### src/rtl/cordic_fixedpoint_asel_pkg.sv
// ----------------------------------------------------------------------------
// cordic_fixedpoint_asel_pkg
// Shared definitions for the ASEL phase-address path.
//   - ASEL_ADDR_W   : default theta address width
//   - asel_state_t  : frame FSM states (IDLE, ACCUM, DONE)
//   - atan_const()  : round(atan(2^-addr) * 2^(data_w-3)) for data_w <= 32
// ----------------------------------------------------------------------------
package cordic_fixedpoint_asel_pkg;

   localparam int ASEL_ADDR_W = 4;

   typedef enum logic [1:0] {
      ST_IDLE  = 2'd0,
      ST_ACCUM = 2'd1,
      ST_DONE  = 2'd2
   } asel_state_t;

   // The base table holds floor(atan(2^-k) * 2^24). Storing the floor rather
   // than the rounded value keeps the final rounding to 2^(data_w-3) correct
   // for entries that sit just below a half LSB (e.g. k=14 at data_w=16).
   // For k >= 8 the cubic term of atan is below one LSB at 2^24, so the floor
   // is simply 2^(24-k) - 1.
   function automatic logic [31:0] atan_const(input logic [31:0] addr,
                                              input int          data_w);
      logic [31:0] base;
      logic [31:0] res;
      case (addr)
         32'd0:   base = 32'd13176794;
         32'd1:   base = 32'd7778716;
         32'd2:   base = 32'd4110059;
         32'd3:   base = 32'd2086330;
         32'd4:   base = 32'd1047213;
         32'd5:   base = 32'd524117;
         32'd6:   base = 32'd262122;
         32'd7:   base = 32'd131069;
         default: begin
            if (addr <= 32'd24) begin
               base = (32'd1 << (32'd24 - addr)) - 32'd1;
            end else begin
               base = 32'd0;
            end
         end
      endcase
      if (data_w < 27) begin
         // round half up while rescaling from 2^24 down to 2^(data_w-3)
         res = (base + (32'd1 << (26 - data_w))) >> (27 - data_w);
      end else if (data_w == 27) begin
         res = base;
      end else begin
         res = base << (data_w - 27);
      end
      return res;
   endfunction

endpackage

### src/rtl/cordic_fixedpoint_phase_addr_decode_4to16.sv
// ----------------------------------------------------------------------------
// cordic_fixedpoint_phase_addr_decode_4to16
// Combinational theta-address to one-hot decoder; exact inverse of the
// priority encoder on the address-selection side.
//   addr   in  ADDR_W        theta address
//   onehot out 2^ADDR_W      one-hot compare vector (bit addr set)
// ----------------------------------------------------------------------------
module cordic_fixedpoint_phase_addr_decode_4to16
   import cordic_fixedpoint_asel_pkg::*;
#(
   parameter int ADDR_W = ASEL_ADDR_W
) (
   input  logic [ADDR_W-1:0]      addr,
   output logic [(2**ADDR_W)-1:0] onehot
);

   // set exactly the bit selected by the address
   always_comb begin
      onehot       = {(2**ADDR_W){1'b0}};
      onehot[addr] = 1'b1;
   end

endmodule

### src/rtl/cordic_fixedpoint_phase_addr_decode_accum.sv
// ----------------------------------------------------------------------------
// cordic_fixedpoint_phase_addr_decode_accum
// Consumes per-micro-rotation theta addresses plus rotation signs, regenerates
// the one-hot compare vector and accumulates signed atan(2^-addr) constants
// into the reconstructed phase of each frame.
//   iClk, iRst          clock, synchronous active-high reset
//   iStart              start (or restart) a frame
//   iAddr_valid/oAddr_ready, iTheta_addr, iSign, iLast : address beat stream
//   oOnehot             one-hot vector of the last accepted beat
//   oPhase/oPhase_valid/iPhase_ready : frame result handshake
//   oBusy               frame in progress
// ----------------------------------------------------------------------------
module cordic_fixedpoint_phase_addr_decode_accum
   import cordic_fixedpoint_asel_pkg::*;
#(
   parameter int DATA_W   = 16,
   parameter int ADDR_W   = ASEL_ADDR_W,
   parameter int MAX_ITER = 4
) (
   input  logic                     iClk,
   input  logic                     iRst,
   input  logic                     iStart,
   input  logic                     iAddr_valid,
   output logic                     oAddr_ready,
   input  logic [ADDR_W-1:0]        iTheta_addr,
   input  logic                     iSign,
   input  logic                     iLast,
   output logic [(2**ADDR_W)-1:0]   oOnehot,
   output logic [DATA_W-1:0]        oPhase,
   output logic                     oPhase_valid,
   input  logic                     iPhase_ready,
   output logic                     oBusy
);

   localparam int CNT_W = $clog2(MAX_ITER + 1);
   localparam int OH_W  = 2**ADDR_W;
   localparam logic [CNT_W-1:0] CNT_LAST = CNT_W'(MAX_ITER - 1);

   asel_state_t          state_r,  state_nxt_s;
   logic [DATA_W-1:0]    acc_r,    acc_nxt_s,    acc_base_s;
   logic [CNT_W-1:0]     cnt_r,    cnt_nxt_s,    cnt_base_s;
   logic [OH_W-1:0]      onehot_r, onehot_nxt_s, onehot_dec_s;
   logic [DATA_W-1:0]    phase_r,  phase_nxt_s;
   logic                 valid_r,  valid_nxt_s;
   logic                 beat_s;
   logic [31:0]          tab_full_s;
   logic [DATA_W-1:0]    tab_s;

   cordic_fixedpoint_phase_addr_decode_4to16 #(
      .ADDR_W (ADDR_W)
   ) u_decode (
      .addr   (iTheta_addr),
      .onehot (onehot_dec_s)
   );

   assign tab_full_s   = atan_const(32'(iTheta_addr), DATA_W);
   assign tab_s        = tab_full_s[DATA_W-1:0];
   assign beat_s       = iAddr_valid & oAddr_ready;

   assign oAddr_ready  = (state_r == ST_ACCUM);
   assign oBusy        = (state_r != ST_IDLE);
   assign oOnehot      = onehot_r;
   assign oPhase       = phase_r;
   assign oPhase_valid = valid_r;

   // frame FSM, accumulator, counter and result next-state logic
   always_comb begin
      state_nxt_s  = state_r;
      acc_nxt_s    = acc_r;
      cnt_nxt_s    = cnt_r;
      onehot_nxt_s = onehot_r;
      phase_nxt_s  = phase_r;
      valid_nxt_s  = valid_r;
      acc_base_s   = acc_r;
      cnt_base_s   = cnt_r;
      case (state_r)
         ST_IDLE: begin
            if (iStart) begin
               state_nxt_s  = ST_ACCUM;
               acc_nxt_s    = {DATA_W{1'b0}};
               cnt_nxt_s    = {CNT_W{1'b0}};
               onehot_nxt_s = {OH_W{1'b0}};
            end else begin
               state_nxt_s  = ST_IDLE;
            end
         end
         ST_ACCUM: begin
            // a restart clears the frame; a same-cycle beat becomes beat 0
            if (iStart) begin
               acc_base_s   = {DATA_W{1'b0}};
               cnt_base_s   = {CNT_W{1'b0}};
               onehot_nxt_s = {OH_W{1'b0}};
            end else begin
               acc_base_s   = acc_r;
               cnt_base_s   = cnt_r;
            end
            if (beat_s) begin
               if (iSign) begin
                  acc_nxt_s = acc_base_s - tab_s;
               end else begin
                  acc_nxt_s = acc_base_s + tab_s;
               end
               cnt_nxt_s    = cnt_base_s + CNT_W'(1);
               onehot_nxt_s = onehot_dec_s;
               if (iLast || (cnt_base_s == CNT_LAST)) begin
                  state_nxt_s = ST_DONE;
                  phase_nxt_s = acc_nxt_s;
                  valid_nxt_s = 1'b1;
               end else begin
                  state_nxt_s = ST_ACCUM;
               end
            end else begin
               acc_nxt_s = acc_base_s;
               cnt_nxt_s = cnt_base_s;
            end
         end
         ST_DONE: begin
            if (iPhase_ready) begin
               state_nxt_s = ST_IDLE;
               valid_nxt_s = 1'b0;
            end else begin
               state_nxt_s = ST_DONE;
            end
         end
         default: begin
            state_nxt_s = ST_IDLE;
            valid_nxt_s = 1'b0;
         end
      endcase
   end

   // state registers with synchronous reset
   always_ff @(posedge iClk) begin
      if (iRst) begin
         state_r  <= ST_IDLE;
         acc_r    <= {DATA_W{1'b0}};
         cnt_r    <= {CNT_W{1'b0}};
         onehot_r <= {OH_W{1'b0}};
         phase_r  <= {DATA_W{1'b0}};
         valid_r  <= 1'b0;
      end else begin
         state_r  <= state_nxt_s;
         acc_r    <= acc_nxt_s;
         cnt_r    <= cnt_nxt_s;
         onehot_r <= onehot_nxt_s;
         phase_r  <= phase_nxt_s;
         valid_r  <= valid_nxt_s;
      end
   end

endmodule
### config.mk
export PLATFORM = sky130hd
export DESIGN_NAME = cordic_fixedpoint_phase_addr_decode_accum
export DESIGN_NICKNAME = d
export VERILOG_FILES = /design/src/rtl/cordic_fixedpoint_asel_pkg.sv /design/src/rtl/cordic_fixedpoint_phase_addr_decode_4to16.sv /design/src/rtl/cordic_fixedpoint_phase_addr_decode_accum.sv
export SDC_FILE = /design/constraint.sdc
export NUM_CORES = 1
export LEC_CHECK = 0
export ABC_AREA = 1
export BUFFER_PORTS_ARGS = -buffer_cell sky130_fd_sc_hd__buf_2
export CORE_MARGIN = 3
export CORE_UTILIZATION = 63
export DETAILED_ROUTE_END_ITERATION = 10
export PLACE_DENSITY = 0.88
export SLEW_MARGIN = 40
export SYNTH_ARGS = -nofsm -noshare
export SYNTH_HDL_FRONTEND = slang
export SYNTH_SLANG_ARGS = --single-unit
export TNS_END_PERCENT = 1
### constraint.sdc
create_clock -name iClk -period 5.5 [get_ports iClk]
set_clock_uncertainty 0.2 [all_clocks]
set_input_delay 0.275 -clock iClk [delete_from_list [all_inputs] [get_ports iClk]]
set_output_delay 0.275 -clock iClk [all_outputs]
set_load 0.1 [all_outputs]
Word level (Yosys, flattened, before mapping)
Cells that the tools add are included.
Widths: inputs -> output; s select.
{"block": "word_totals", "ff_bits": 54, "in_bits": 11, "output_inout_bits": 35, "word_cells": 62}
{"block": "classes", "add_sub_neg": 6, "order_cmp": 2, "eq_ne": 13, "n_shift": 1, "mux": 24, "bitwise": 2, "n_reduce_logical": 8}
{"cell": "$pmux 27 s8", "n": 1}
{"cell": "$mux 16", "n": 6}
{"cell": "$pmux 16 s2", "n": 2}
{"cell": "$shl 1x32->27 const A", "n": 1}
{"cell": "$add 27x11->27 const B", "n": 1}
{"cell": "$sub 27x1->27 const B", "n": 1}
{"cell": "$add 16x16->16", "n": 1}
{"cell": "$eq 4x3->1 const B", "n": 4}
{"cell": "$sub 16x16->16", "n": 1}
{"cell": "$mux 3", "n": 3}
{"cell": "$eq 4x2->1 const B", "n": 2}
{"cell": "$mux 2", "n": 3}
{"cell": "$pmux 2 s3", "n": 1}
{"cell": "$pmux 3 s2", "n": 1}
{"cell": "$sub 5x4->6 const A", "n": 1}
{"cell": "$lt 4x5->1 const B", "n": 1}
{"cell": "$mux 1", "n": 5}
{"cell": "$demux 1 s4", "n": 1}
{"cell": "$eq 4x1->1 const B", "n": 1}
{"cell": "$ge 4x1->1 const B", "n": 1}
{"cell": "$logic_not 4->1", "n": 1}
{"cell": "$ne 2x1->1 const B", "n": 2}
{"cell": "$reduce_and 4->1", "n": 1}
{"cell": "$reduce_bool 2->1", "n": 2}
{"cell": "12 further kinds", "n": 12}

Logic depth before layout (Yosys ltp)
Gate-level depths: netlist (run 1).
{"block": "depth", "word_depth": 9, "depth_mapped": 31, "ltp_nobuf": 30}

Cells and area by module
A second synthesis (run 1) with hierarchy kept.
{"block": "unflattened", "cells_unflattened": 585, "hier_area_um2": 3752.3}
{"mod": "cordic_fixedpoint_phase_addr_decode_accum", "instances": 1, "cells_per_inst": 557, "area_per_inst_um2": 3647.2}
{"mod": "cordic_fixedpoint_phase_addr_decode_4to16", "instances": 1, "cells_per_inst": 28, "area_per_inst_um2": 105.1}

Least setup slack after synthesis (run 1)
OpenSTA, ideal clock, no wires.
{"block": "synth_path", "kind": "in2reg", "start": "input iTheta_addr[2]", "end": "register phase_r[12] (netlist: oPhase[12])", "setup_time_ns": 0.115, "arrival_time_ns": 3.330, "slack_ns": 1.855, "stages": 23, "cell_sequence": "buf_6 -> inv_2 -> nor2_2 -> nand2_1 -> inv_1 -> nor4_1 -> ha_1 -> nand3_1 -> inv_1 -> o2111ai_2 -> xor2_2 -> nand2_1 -> o21ai_1 -> xor2_1 -> ha_1 -> a21oi_1 -> a21boi_0 -> nand2_1 -> a21boi_0 -> o21bai_1 -> xor2_1 -> o21ai_0 -> inv_1"}
{"block": "synth_via", "elab_chain_len": 7, "word_cells_on_any_way": 16}
{"element": "start: declaration", "line": "cordic_fixedpoint_phase_addr_decode_accum.sv:25", "text": "input logic [ADDR_W-1:0] iTheta_addr,"}
{"element": "$sub 5x4->6", "line": "cordic_fixedpoint_asel_pkg.sv:38", "text": "base = (32'd1 << (32'd24 - addr)) - 32'd1;"}
{"element": "$shl 1x32->27", "line": "cordic_fixedpoint_asel_pkg.sv:38"}
{"element": "$sub 27x1->27", "line": "cordic_fixedpoint_asel_pkg.sv:38"}
{"element": "$pmux 27 s8 (*)", "line": "cordic_fixedpoint_asel_pkg.sv:27", "text": "case (addr)"}
{"element": "$add 27x11->27 (*)", "line": "cordic_fixedpoint_asel_pkg.sv:46", "text": "res = (base + (32'd1 << (26 - data_w))) >> (27 - data_w);"}
{"element": "$add 16x16->16 / $sub 16x16->16 (equally long branches)", "line": "cordic_fixedpoint_phase_addr_decode_accum.sv:101, cordic_fixedpoint_phase_addr_decode_accum.sv:99"}
{"element": "$mux 16 (*)", "line": "cordic_fixedpoint_phase_addr_decode_accum.sv:98", "text": "if (iSign) begin"}
{"element": "end signal: assignment", "line": "cordic_fixedpoint_phase_addr_decode_accum.sv:139", "text": "phase_r <= {DATA_W{1'b0}};"}
{"element": "end signal: assignment", "line": "cordic_fixedpoint_phase_addr_decode_accum.sv:146", "text": "phase_r <= phase_nxt_s;"}
{"element": "end: declaration", "line": "cordic_fixedpoint_phase_addr_decode_accum.sv:43", "text": "logic [DATA_W-1:0] phase_r, phase_nxt_s;"}
Mark *: on every way between the ends. The rest lies on a longest branch, timed or not.
A chain may end at the register's enable or synchronous reset.

Worst setup path in the final report (run 1)
{"block": "layout_path", "start": "input iTheta_addr[0]", "end": "register acc_r[11]"}
{"block": "layout_via", "elab_chain_len": 9, "word_cells_on_any_way": 18}
{"element": "$sub 5x4->6", "line": "cordic_fixedpoint_asel_pkg.sv:38"}
{"element": "$shl 1x32->27", "line": "cordic_fixedpoint_asel_pkg.sv:38"}
{"element": "$sub 27x1->27", "line": "cordic_fixedpoint_asel_pkg.sv:38"}
{"element": "$pmux 27 s8 (*)", "line": "cordic_fixedpoint_asel_pkg.sv:27"}
{"element": "$add 27x11->27 (*)", "line": "cordic_fixedpoint_asel_pkg.sv:46"}
{"element": "$add 16x16->16 / $sub 16x16->16 (equally long branches)", "line": "cordic_fixedpoint_phase_addr_decode_accum.sv:101, cordic_fixedpoint_phase_addr_decode_accum.sv:99"}
{"element": "$mux 16 (*)", "line": "cordic_fixedpoint_phase_addr_decode_accum.sv:98"}
{"element": "$mux 16 (*)", "line": "cordic_fixedpoint_phase_addr_decode_accum.sv:97", "text": "if (beat_s) begin"}
{"element": "$pmux 16 s2 (*)", "line": "cordic_fixedpoint_phase_addr_decode_accum.sv:76", "text": "case (state_r)"}
{"element": "end signal: assignment", "line": "cordic_fixedpoint_phase_addr_decode_accum.sv:136", "text": "acc_r <= {DATA_W{1'b0}};"}
{"element": "end signal: assignment", "line": "cordic_fixedpoint_phase_addr_decode_accum.sv:143", "text": "acc_r <= acc_nxt_s;"}
{"element": "end: declaration", "line": "cordic_fixedpoint_phase_addr_decode_accum.sv:40", "text": "logic [DATA_W-1:0] acc_r, acc_nxt_s, acc_base_s;"}
Marks and branches as above.

==> run summary, run 1 <==
The flow ran to the end, and the final reports show no timing, DRC or antenna violations. The cell family contributing the most delay on the critical path is simple AND/OR/NAND/NOR gates. The min-delay analysis places its worst path in the category primary input to flip-flop. Of the cells placed in the final design, the portion with a size suffix greater than 1 is 14.95%. The tightest hold path in the finished design has a slack of 0.09288 ns. Counting every sink on the clock net gives 54.

For the CTS H-tree depth, the log shows 2. The initial cell density of the core was 65.97%; the layout overhead on the synthesized area was 8.847%. After detailed routing, the total wire length is 9849 µm. The global-route usage over all layers came out at 29.18%. The logs give 0 for the quantity of hold-fixing buffers added after cts and 2.33 ns for the setup slack of the most critical reg-to-reg path.

The post-synthesis share of cell area spent on and, or, nand and nor gates is 32.22%. For the count of final setup violators, the log shows 0. Summing the areas of all fa, ha and maj instances in the mapped netlist gives 7.009% of the synthesized area.

The start-to-end type of the worst setup path is primary input to flip-flop. The die outline width works out to 82.40 µm. In this design, the critical path's most frequently occurring cell is sky130_fd_sc_hd__nand2_1.

The sequential area share after synthesis was 29.40%; the buffer count from post-CTS setup fixing was 0. By area the synthesized netlist is led by sky130_fd_sc_hd__dfxtp_1 29%, sky130_fd_sc_hd__nand2_1 15%, sky130_fd_sc_hd__a21oi_1 7.3%. The synthesized cell area is 3677 µm². The post-route clock period utilization is 72.22%, and the mean routed wirelength per cell is 14.61 µm. The tools report the area of the die as 6790 µm². The sum of overflow across all layers after global routing is 0. The port buffer count is 45, and the count of TritonRoute iterations in the first routing pass is 5. The number of buffers created by CTS is 5.

Clock-pin slew was measured on the worst setup and hold paths at 0.11 ns. Clock latency on the worst-skew pair: 0.32 ns. The logs give 0 for the number of antenna violations at the first check in global routing and 0 for the number of routed nets with antenna violations. The routed layout has 3819 vias. After synthesis, the largest family of logic cells by area is simple AND/OR/NAND/NOR gates. The cell at the slowest stage of the critical path was sky130_fd_sc_hd__ha_1. The floorplan has 27 rows. The logs give 0 ns for the sum of negative setup slack and 599 for the synthesized netlist net count. The via density per instance is 5.666, and the vertical extent of the die is 82.40 µm. The logs give 7412 µm for the half-perimeter wire length of the detailed placement result and 0 for the count of yosys warnings during synthesis.

For the final net count, the log shows 632. The run gives 5574 µm² as the area of the core. The diode insertion count for antenna repair came out at 0. Traced cell by cell, the critical path runs through buf_2 -> inv_2 -> nand2_1 -> nor2_1 -> nor4_1 -> ha_1 -> nand3_1 -> nand2_2 -> ha_1 -> nand4_2 -> nor2_1 -> nand2_1 -> nand2_1 -> xor2_1 -> ha_1 -> a21oi_1 -> o21a_1 -> nand2_1 -> a21oi_1 -> o21ai_0 -> xor2_1 -> nand2_1 -> a21oi_1. The count of mapped cells out of synthesis came out at 568. The tools report the sort of element at the start of the critical path as a primary input. In this run the deepest clock path goes through 2 buffers. The biggest area consumer among synthesized cells is sky130_fd_sc_hd__dfxtp_1. The signal arrival time at the worst endpoint was 4.04 ns. The flop and latch count out of synthesis works out to 54.

The largest stage delay on the critical path is 0.30 ns, and the number of distinct standard cells referenced by the synthesized netlist is 40. The logs give 5.57 ns for the critical path required time and 49 for the pin count of the biggest net entering global routing. The worst-margin pin slew was 0.7848 ns. The share of synthesized area in the top cell type comes to 29.40%. The worst path needs 3.972 ns of the cycle, external delays included. The final number of max-transition violations was 0; the remaining routing DRC violations was 0. The timing-limited maximum frequency came out at 251.8 MHz.

The post-synthesis compound-gate area fraction came out at 16.03%. Number of gates given a new drive strength after cts: 0. Leaving out fill and tap cells, the most frequent cells in the layout are 145 x sky130_fd_sc_hd__nand2_1, 66 x sky130_fd_sc_hd__inv_1, 66 x sky130_fd_sc_hd__nor2_1, 54 x sky130_fd_sc_hd__a21oi_1, 54 x sky130_fd_sc_hd__dfxtp_1. Setup repair after global routing left no endpoint under its margin. The hold violation total from the final report was 0; the global-route wire length before repair was 15250 µm.

The tool flagged a number of max-cap violations equal to 0. Measured on the finished design, the core utilization comes to 71.81%. Leaving out fill and tap cells, the most frequent cell in the layout is sky130_fd_sc_hd__nand2_1. The weighted congestion at the end of routability-driven global placement is 1.013. In this run the worst path has a maximum fanout of 6. The run gives 174.0 µV as the maximum ir drop on the vdd rail. The tree is rooted in a sky130_fd_sc_hd__clkbuf_8. For this design the ratio of total power to cell area is 247.2 nW/µm².

STA classifies the critical path endpoint as a flip-flop. Critical path buffer and inverter count: 2. TritonCTS built the clock tree. The tools report the worst relative slew slack as 47.55%. The violation count after the first detailed-routing iteration is 417, and the multiplexer share of the synthesized area is 0%.

XOR/XNOR share of the synthesized area: 5.206%. Summed over all cells, the static leakage comes to 2.009 nW. The logs give 46 for the number of top-level design ports and 3253 for the via count of the first global-routing pass. Each instance of the synthesized netlist takes up on average 6.474 µm².
[stage by stage]
stage          power, mW  std cells  area, µm²  setup slack [ns]
3_3_place_gp      0.7406        666       3901             1.240
6_report          0.9896        674       4003             1.528
5_1_grt            1.035        674       4003            0.9648
4_1_cts           0.9827        674       4000             1.551
2_1_floorplan     0.6768        568       3677             1.855
3_5_place_dp      0.7446        666       3901             1.212
[tightest hold or removal path, stage by stage]
cell	delay (ns)
sky130_fd_sc_hd__buf_2	0.11
sky130_fd_sc_hd__o32ai_1	0.09
sky130_fd_sc_hd__inv_1	0.05
sky130_fd_sc_hd__a21oi_1	0.05
[power by group]
part | total [mW] | internal (mW) | leakage, nW | switching, mW
Combinational | 0.329 | 0.0862 | 1.52 | 0.243
Clock | 0.246 | 0.104 | 0.0478 | 0.142
Sequential | 0.414 | 0.406 | 0.438 | 0.00829
Total | 0.990 | 0.596 | 2.01 | 0.394
[cell families (layout without fill, tap and decap cells)]
family / Yosys count / count (layout)
fa+ha+maj: 20 / 20
buf+inv: 94 / 128
flops: 54 / 54
simple gates: 272 / 272
xor+xnor: 21 / 21
compound gates: 107 / 107
[layout make-up]
type	count	area, µm²
clock inverter	2	16.27
timing repair buffer	45	227.7
clock buffer	6	82.58
tap	72	90.09
multi-input combinational	420	2223
sequential	54	1081
inverter	75	281.5
fill	490	1572
[cells in the mapped netlist]
cell type and count:
sky130_fd_sc_hd__nand2_1 145, sky130_fd_sc_hd__inv_1 66, sky130_fd_sc_hd__nor2_1 66, sky130_fd_sc_hd__a21oi_1 54, sky130_fd_sc_hd__dfxtp_1 54, sky130_fd_sc_hd__o21ai_0 30, sky130_fd_sc_hd__nand3_1 24, sky130_fd_sc_hd__ha_1 19
sky130_fd_sc_hd__xor2_1 18, sky130_fd_sc_hd__nand2_2 12, sky130_fd_sc_hd__clkbuf_1 11, sky130_fd_sc_hd__inv_2 8, sky130_fd_sc_hd__a31oi_1 6, sky130_fd_sc_hd__nand4_1 6, sky130_fd_sc_hd__nor2_4 5, sky130_fd_sc_hd__buf_2 4
sky130_fd_sc_hd__nor2_2 4, sky130_fd_sc_hd__o211ai_1 3, sky130_fd_sc_hd__o21ai_1 3, sky130_fd_sc_hd__a21boi_0 2, sky130_fd_sc_hd__a21o_1 2, sky130_fd_sc_hd__buf_1 2, sky130_fd_sc_hd__buf_6 2, sky130_fd_sc_hd__nand3_2 2
sky130_fd_sc_hd__nor3_1 2, sky130_fd_sc_hd__nor4_1 2, sky130_fd_sc_hd__or2_2 2, sky130_fd_sc_hd__xnor2_1 2, sky130_fd_sc_hd__a211oi_1 1, sky130_fd_sc_hd__a41oi_1 1, sky130_fd_sc_hd__clkinv_1 1, sky130_fd_sc_hd__fa_1 1
sky130_fd_sc_hd__nand2_4 1, sky130_fd_sc_hd__nand4_2 1, sky130_fd_sc_hd__o2111ai_1 1, sky130_fd_sc_hd__o2111ai_2 1, sky130_fd_sc_hd__o21a_1 1, sky130_fd_sc_hd__o21bai_1 1, sky130_fd_sc_hd__o32ai_1 1, sky130_fd_sc_hd__xor2_2 1
[metal layers]
metal | vias to the layer above | share of wire (%) | track usage (%)
li1 | 1892 | - | -
met1 | 1720 | 42 | 37.13
met2 | 182 | 48 | 50.16
met3 | 25 | 7.9 | 4.013
met4 | 0 | 2.1 | 10.13
met5 | - | 0 | 0
[flip-flops by register name, indices dropped and copies added, names as in the netlist]
register      cells
acc_r            16
oPhase_valid      1
oOnehot          16
cnt_r             3
oPhase           16
state_r           2
[worst paths after layout]
path                  startpoint    endpoint  cells past startpoint
setup / recovery  iTheta_addr[0]   acc_r[11]                     23
hold / removal       iAddr_valid   acc_r[15]                      4
hold reg to reg       oOnehot[1]  oOnehot[1]                      2
setup reg to reg      state_r[1]   oPhase[3]                      8
Power figures use the tool's default switching activity.
==> inputs of run 2 (changes only) <==
Settings changed: ABC_AREA 1 to 0, CORE_UTILIZATION 63 to 59, PLACE_DENSITY 0.88 to 0.83.
Clock period 5.5 ns to 4 ns, I/O delays scaled along.
==> run summary, run 2 <==
The proportion of synthesized flip-flops having asynchronous set or reset works out to 0% (unchanged). The total of max-cap violations was 0 (unchanged); the layout overhead on the synthesized area was 15.10%. The logs give 35.9% (+2.6 points) for the share of power burned in combinational logic and 54 (unchanged) for the CTS sink count. The logs give 267 (-36%) for the violation count after the first detailed-routing iteration and 538.5 µW (+37%) for the switching power.

The nature of the critical path endpoint was a flip-flop. Summed over all instances, the cell type with the most area after synthesis is sky130_fd_sc_hd__dfxtp_1. The via density per instance was 6.200 (+9.4%). The number of routed nets with antenna violations was 0 (unchanged); the half-perimeter wire length of the detailed placement result was 7244 µm (-2.3%). The combinational family with the most area after synthesis was compound AO/OA/AOI/OAI gates.

The total wirelength of the detailed-routed design was 9774 µm (-0.76%); the sum of overflow across all layers after global routing was 0 (unchanged). The run gives 3430 (+5.4%) as the via count of the first global-routing pass. The total power density per cell area works out to 333.6 nW/µm² (+35%). Sorting the synthesized cells by area gives the leading types as sky130_fd_sc_hd__dfxtp_1 30%, sky130_fd_sc_hd__nor2_1 6.9%, sky130_fd_sc_hd__ha_1 6.6%.

For the sequential area share after synthesis, the log shows 29.79% (+0.40 points). The run finished with clean final reports. The prevailing post-synth register cell was sky130_fd_sc_hd__dfxtp_1. The logs give 63.18% (-2.8 points) for the initial cell density of the core and 208.7 µV (+20%) for the maximum ir drop on the vdd rail. The run gives 51 (+4.1%) as the pin count of the biggest net entering global routing. TritonCTS built the clock tree. The tools report the power share of the clock group as 23.5% (-1.4 points). Synthesized netlist net count: 497 (-17%).

The weighted congestion at the end of routability-driven global placement was 0.9402 (-7.2%); the biggest fanout along the worst timing path was 15 (+9). The mean area per synthesized cell was 7.786 µm² (+20%); the fraction of layout cells with a size suffix above 1 was 18.36% (+3.4 points). The multiplexer share of the synthesized area works out to 0.2759% (+0.28 points).

The die outline width was 84.42 µm (+2.5%); the worst relative slew slack was 50.10% (+2.5 points). The tools report the clock tree root buffer cell as sky130_fd_sc_hd__clkbuf_8. The post-synthesis share of cell area spent on and, or, nand and nor gates is 24.48% (-7.7 points). The clock latency on the worst-skew pair is 0.32 ns (about the same). The count of TritonRoute iterations in the first routing pass was 6 (+1); the worst-margin pin slew was 0.7486 ns (-0.03626 ns). The post-route minimum period is 3.674 ns. The port buffer count is 45 (unchanged), and the vertical extent of the die is 84.42 µm (+2.5%). The number of antenna violations at the first check in global routing is 0 (unchanged). The share of Yosys cell area claimed by the top area cell type works out to 29.79% (+0.40 points). The signal arrival time at the worst endpoint is 3.68 ns (-0.36 ns), and the adder and majority cell fraction of the synthesized area is 7.103% (+0.094 points). The most common cell after layout, fill and taps aside was sky130_fd_sc_hd__nor2_1. The start of the worst register-to-register path is acc_r[0].

Derived from the worst setup path, the maximum achievable clock frequency is 272.2 MHz. After synthesis, the most frequently instantiated cells are 67 x sky130_fd_sc_hd__nor2_1, 54 x sky130_fd_sc_hd__dfxtp_1, 37 x sky130_fd_sc_hd__nand2_1. The leakage power was 1.807 nW (-10%).

The diode insertion count for antenna repair is 0 (unchanged), and the number of buffers on the longest clock path is 2 (unchanged). The buffer count from post-CTS setup fixing was 0 (unchanged); the number of buffers created by CTS was 5 (unchanged). The count of flip-flops with a built-in enable after synthesis came out at 0 (unchanged). Number of cell rows: 27 (unchanged).

The hold violation total from the final report came out at 0 (unchanged). The count of yosys warnings during synthesis was 0 (unchanged). Setup repair after global routing left no endpoint under its margin. The tools report the final number of max-transition violations as 0 (unchanged). The XOR/XNOR share of the synthesized area was 5.310% (+0.10 points). Synthesized cell area: 3628 µm² (-1.3%). The sort of element at the start of the critical path was a primary input. The number of top-level design ports came out at 46 (unchanged). The area of the core was 5743 µm² (+3.0%). The classification of the worst-slack hold path was primary input to flip-flop.

The critical path is of the primary input to flip-flop type. The most common cell in the synthesized netlist is sky130_fd_sc_hd__nor2_1. Clock-pin slew on the worst setup and hold paths: 0.11 ns (about the same). The library cells used most frequently in the layout, excluding fill and tap cells, are 67 x sky130_fd_sc_hd__nor2_1, 54 x sky130_fd_sc_hd__dfxtp_1, 44 x sky130_fd_sc_hd__buf_2, 37 x sky130_fd_sc_hd__nand2_1, 31 x sky130_fd_sc_hd__buf_4. The critical path starts at iTheta_addr[3]. The post-synthesis compound-gate area fraction works out to 28.83% (+13 points). The area of the die is 7127 µm² (+5.0%), and the total number of vias is 3689 (-3.4%). The final net count was 553 (-13%); the global-route usage over all layers was 27.60% (-1.6 points). For the internal power component, the log shows 854.9 µW (+43%). The proportion of total power due to net switching is 38.65% (-1.1 points). The critical path required time came out at 4.01 ns (-1.56 ns). The sum of negative setup slack is 0 ns (unchanged), and the global-route wire length before repair is 16210 µm (+6.3%). For the fraction of power consumed by sequential logic, the log shows 40.6% (-1.2 points). The mean routed wirelength per cell works out to 16.43 µm (+12%). Of the available clock period, the critical path in the final layout requires 91.85%. Remaining routing DRC violations: 0 (unchanged).

The overall power of the completed layout is 1.393 mW (+41%), and the count of final setup violators is 0 (unchanged). The flop and latch count out of synthesis is 54 (unchanged), and the CTS H-tree depth is 2 (unchanged). For the number of distinct standard cells referenced by the synthesized netlist, the log shows 63 (+57%). The worst hold path begins at iLast. The count of mapped cells out of synthesis is 466 (-18%).
==> run 2: metrics by stage <==
step | worst slack [ns] | hold slack [ns] | cell area, µm² | utilization [%] | std cells
finish | 0.3261 | 0.04919 | 4177 | 72.72 | 595
global route | 0.01623 | 0.09363 | 4177 | 72.72 | 595
CTS | 0.3467 | 0.03611 | 4168 | 72.57 | 595
detailed placement | 0.01248 | 0.2398 | 4063 | 70.74 | 586
global placement | 0.1151 | 0.2346 | 4063 | 70.74 | 586
floorplan | 0.007786 | 0.1848 | 3638 | - | 466
==> run 2: area by class of cell <==
cell class              count  area, µm²
repair buffers             76      462.9
multi-input cells         374       2406
clock buffers               5      68.82
fillers                   455       1567
clock inverters             3      26.28
inverters                  11      41.29
well taps                  72      90.09
flip-flops and latches     54       1081
==> run 2: path summary, 6_finish.rpt <==
path                end  slack [ns]  depth (start not counted)
min reg2reg   oPhase[3]        0.26                          2
max reg2reg   acc_r[12]        1.44                          9
max           acc_r[15]        0.33                         15
min          state_r[0]        0.05                          4
==> run 2: metal layers <==
layer	track usage [%]	share of wire, %	up-vias
met5	0	0	-
met4	6.619	1.3	0
met3	4.514	5.9	13
met2	47.13	48	135
met1	36.53	44	1733
li1	-	-	1808
==> run 2: worst max-delay path, cell delays in order <==
cell	delay (ns)
sky130_fd_sc_hd__buf_2	0.23
sky130_fd_sc_hd__and2_1	0.28
sky130_fd_sc_hd__o21ai_0	0.11
sky130_fd_sc_hd__ha_1	0.27
sky130_fd_sc_hd__xnor2_1	0.22
sky130_fd_sc_hd__ha_2	0.25
sky130_fd_sc_hd__a21boi_1	0.20
sky130_fd_sc_hd__a21o_1	0.20
sky130_fd_sc_hd__xor2_1	0.17
sky130_fd_sc_hd__ha_1	0.28
sky130_fd_sc_hd__a21oi_2	0.16
sky130_fd_sc_hd__o21bai_1	0.07
sky130_fd_sc_hd__a221o_1	0.39
sky130_fd_sc_hd__or3_1	0.39
sky130_fd_sc_hd__a32o_1	0.26
==> run 2: power by group through the flow <==
stage | Sequential, mW | Clock, mW | Combinational (mW)
finish | 0.566 | 0.328 | 0.500
global route | 0.568 | 0.356 | 0.542
CTS | 0.566 | 0.331 | 0.490
detailed placement | 0.578 | 0 | 0.486
global placement | 0.577 | 0 | 0.478
floorplan | 0.637 | 0 | 0.300
==> run 2: logic make-up (layout without fill, tap and decap cells) <==
family	Yosys count	in the layout
AO/OA/AOI/OAI	149	149
adder cells (fa/ha/maj)	20	20
buffers and inverters	38	95
flip-flops	54	54
multiplexers	1	1
XOR/XNOR	22	22
AND/OR/NAND/NOR	182	182
==> run 2: timing repair <==
action | CTS | global route
hold endpoints to repair | 2 | 0
resized for setup | 0 | 1
hold buffers | 1 | 0
setup endpoints to repair | 0 | 1
==> inputs of run 3 (changes only) <==
Settings changed: CORE_UTILIZATION 59 to 30, PLACE_DENSITY 0.83 to 0.49.
==> run summary, run 3 (synthesis gave the netlist of run 2 again) <==
Number of top-level design ports: 46 (unchanged). The global-route usage over all layers is 16.74% (-11 points), and the diode insertion count for antenna repair is 0 (unchanged). The area of the core was 11610 µm² (+100%). The run gives 42.34% (-7.8 points) as the worst relative slew slack. The filler-free cell count of the finished design is 677 (+14%), and the initial cell density of the core is 31.24% (-32 points). The setup slack of the most critical reg-to-reg path is 1.47 ns (+0.03 ns), and the mean routed wirelength per cell is 16.29 µm (-0.86%). The CTS H-tree depth came out at 2 (unchanged). The number of buffers on the longest clock path came out at 2 (unchanged). Total wirelength of the detailed-routed design: 11030 µm (+13%). Tracing the worst setup path back leads to its startpoint at iTheta_addr[2].

The run gives 0 (unchanged) as the count of final setup violators. Clock tree root buffer cell: sky130_fd_sc_hd__clkbuf_16. The die outline width works out to 116.0 µm (+37%). For the hold violation total from the final report, the log shows 0 (unchanged).

Nature of the critical path endpoint: a flip-flop. The post-route minimum period was 3.653 ns (-0.02083 ns). STA classifies the critical path startpoint as a primary input. For the critical path required time, the log shows 4.00 ns (about the same).

The tools report the sum of overflow across all layers after global routing as 0 (unchanged). The violation count after the first detailed-routing iteration is 179 (-33%), and the total of max-cap violations is 0 (unchanged). For the signal arrival time at the worst endpoint, the log shows 3.65 ns (-0.03 ns). The biggest fanout along the worst timing path was 10 (-5); the fraction of layout cells with a size suffix above 1 was 20.60% (+2.2 points). The port buffer count was 45 (unchanged); the pin count of the biggest net entering global routing was 27 (-47%).

Setup repair after global routing could not meet its margin everywhere. Number of antenna violations at the first check in global routing: 0 (unchanged). The run gives 0 (unchanged) as the remaining routing DRC violations. The start-to-end type of the worst setup path is primary input to flip-flop. The run gives 8269 µm (+14%) as the half-perimeter wire length of the detailed placement result. Relative to the synthesized area, the layout overhead comes to 21.52%. The weighted congestion at the end of routability-driven global placement came out at 0.8706 (-7.4%). The start of the worst register-to-register path was acc_r[0]. The post-route clock period utilization works out to 91.33% (-0.52 points).

For the timing-limited maximum frequency, the log shows 273.7 MHz (+0.57%). The global-route wire length before repair came out at 17870 µm (+10%). The area of the die was 13450 µm² (+89%). TritonCTS built the clock tree. The total number of vias was 3668 (-0.57%). The most common cell after layout, fill and taps aside was sky130_fd_sc_hd__nor2_1. The utilization of the core after routing was 37.97% (-35 points). The flow ran to the end, and the final reports show no timing, DRC or antenna violations. The run gives 1.875 nW (+3.7%) as the leakage power. The via density per instance is 5.418 (-13%), and the number of buffers created by CTS is 5 (unchanged). The tools report the maximum ir drop on the vdd rail as 152.0 µV (-27%). The classification of the worst-slack hold path is primary input to flip-flop. Number of cell rows: 39 (+44%). The count of TritonRoute iterations in the first routing pass was 6 (unchanged); the via count of the first global-routing pass was 3534 (+3.0%).

The clock latency on the worst-skew pair is 0.30 ns (-0.02 ns). In the layout the commonest cells are 67 x sky130_fd_sc_hd__nor2_1, 54 x sky130_fd_sc_hd__dfxtp_1, 45 x sky130_fd_sc_hd__buf_2, 42 x sky130_fd_sc_hd__buf_4, 37 x sky130_fd_sc_hd__nand2_1. The final net count was 565 (+2.2%).

The clock-pin slew on the worst setup and hold paths came out at 0.07 ns (-0.04 ns). The number of placed cells counting well taps came out at 669 (+14%). The worst-margin pin slew was 0.8631 ns (+0.1145 ns); the total power density per cell area was 346.4 nW/µm² (+3.8%). The vertical extent of the die was 116.0 µm (+37%); the number of routed nets with antenna violations was 0 (unchanged). The CTS sink count came out at 54 (unchanged). The worst hold path begins at iLast. The final number of max-transition violations is 0 (unchanged).
run 3: per-layer routing:
metal	GRT usage, %	vias up	wire, µm
li1	-	1833	-
met1	22.92	1729	5330
met2	26.05	87	4923
met3	3.342	19	469
met4	6.265	0	302
met5	0	-	0
run 3: final cells by class:
cell class                      instances  area, µm²
Sequential cell                        54       1081
Multi-Input combinational cell        374       2417
Timing Repair Buffer                   88      550.5
Clock inverter                          2      15.01
Clock buffer                            5      125.1
Tap cell                              143      178.9
Fill cell                            1236       7204
Inverter                               11      41.29
run 3: repair_timing:
action	4_1_cts	5_1_grt
resized for setup	0	5
hold buffers	1	0
setup endpoints to repair	0	6
buffers inserted	0	0
hold endpoints to repair	1	0
run 3: worst paths after layout:
| check | cells after the start | end |
|---|---|---|
| worst max register to register | 9 | acc_r[12] |
| worst min register to register | 2 | acc_r[9] |
| worst max-delay path | 19 | acc_r[15] |
| worst min-delay path | 4 | state_r[0] |
run 3: where the power goes:
group	internal [mW]	total [mW]	switching, mW
logic	0.184	0.519	0.335
clock network	0.229	0.443	0.213
registers	0.556	0.566	0.0101
total	0.969	1.53	0.558
run 3: critical path, cell delays in order:
cell                       delay (ns)
sky130_fd_sc_hd__buf_2           0.15
sky130_fd_sc_hd__inv_1           0.07
sky130_fd_sc_hd__nor2_1          0.11
sky130_fd_sc_hd__nor2_1          0.06
sky130_fd_sc_hd__o21ai_0         0.13
sky130_fd_sc_hd__o21ai_0         0.10
sky130_fd_sc_hd__ha_1            0.21
sky130_fd_sc_hd__buf_4           0.17
sky130_fd_sc_hd__and3b_1         0.17
sky130_fd_sc_hd__o21ai_0         0.20
sky130_fd_sc_hd__a21boi_2        0.10
sky130_fd_sc_hd__a21o_1          0.19
sky130_fd_sc_hd__xor2_1          0.16
sky130_fd_sc_hd__ha_1            0.33
sky130_fd_sc_hd__a21oi_2         0.17
sky130_fd_sc_hd__o21bai_1        0.09
sky130_fd_sc_hd__a221o_1         0.40
sky130_fd_sc_hd__or3_1           0.38
sky130_fd_sc_hd__a32o_1          0.26
run 3: stage by stage:
stage | total power [mW] | instance area (µm²) | hold WS (ns) | TNS [ns] | worst slack [ns]
after floorplan | 0.9371 | 3638 | 0.1848 | 0 | 0.007786
after global placement | 1.086 | 4242 | 0.2361 | 0 | 0.0008169
after detailed placement | 1.086 | 4242 | 0.2502 | -0.08765 | -0.06296
after CTS | 1.532 | 4392 | 0.07979 | 0 | 0.2536
after global routing | 1.601 | 4409 | 0.1266 | -0.006518 | -0.006518
final | 1.527 | 4409 | 0.08972 | 0 | 0.3470
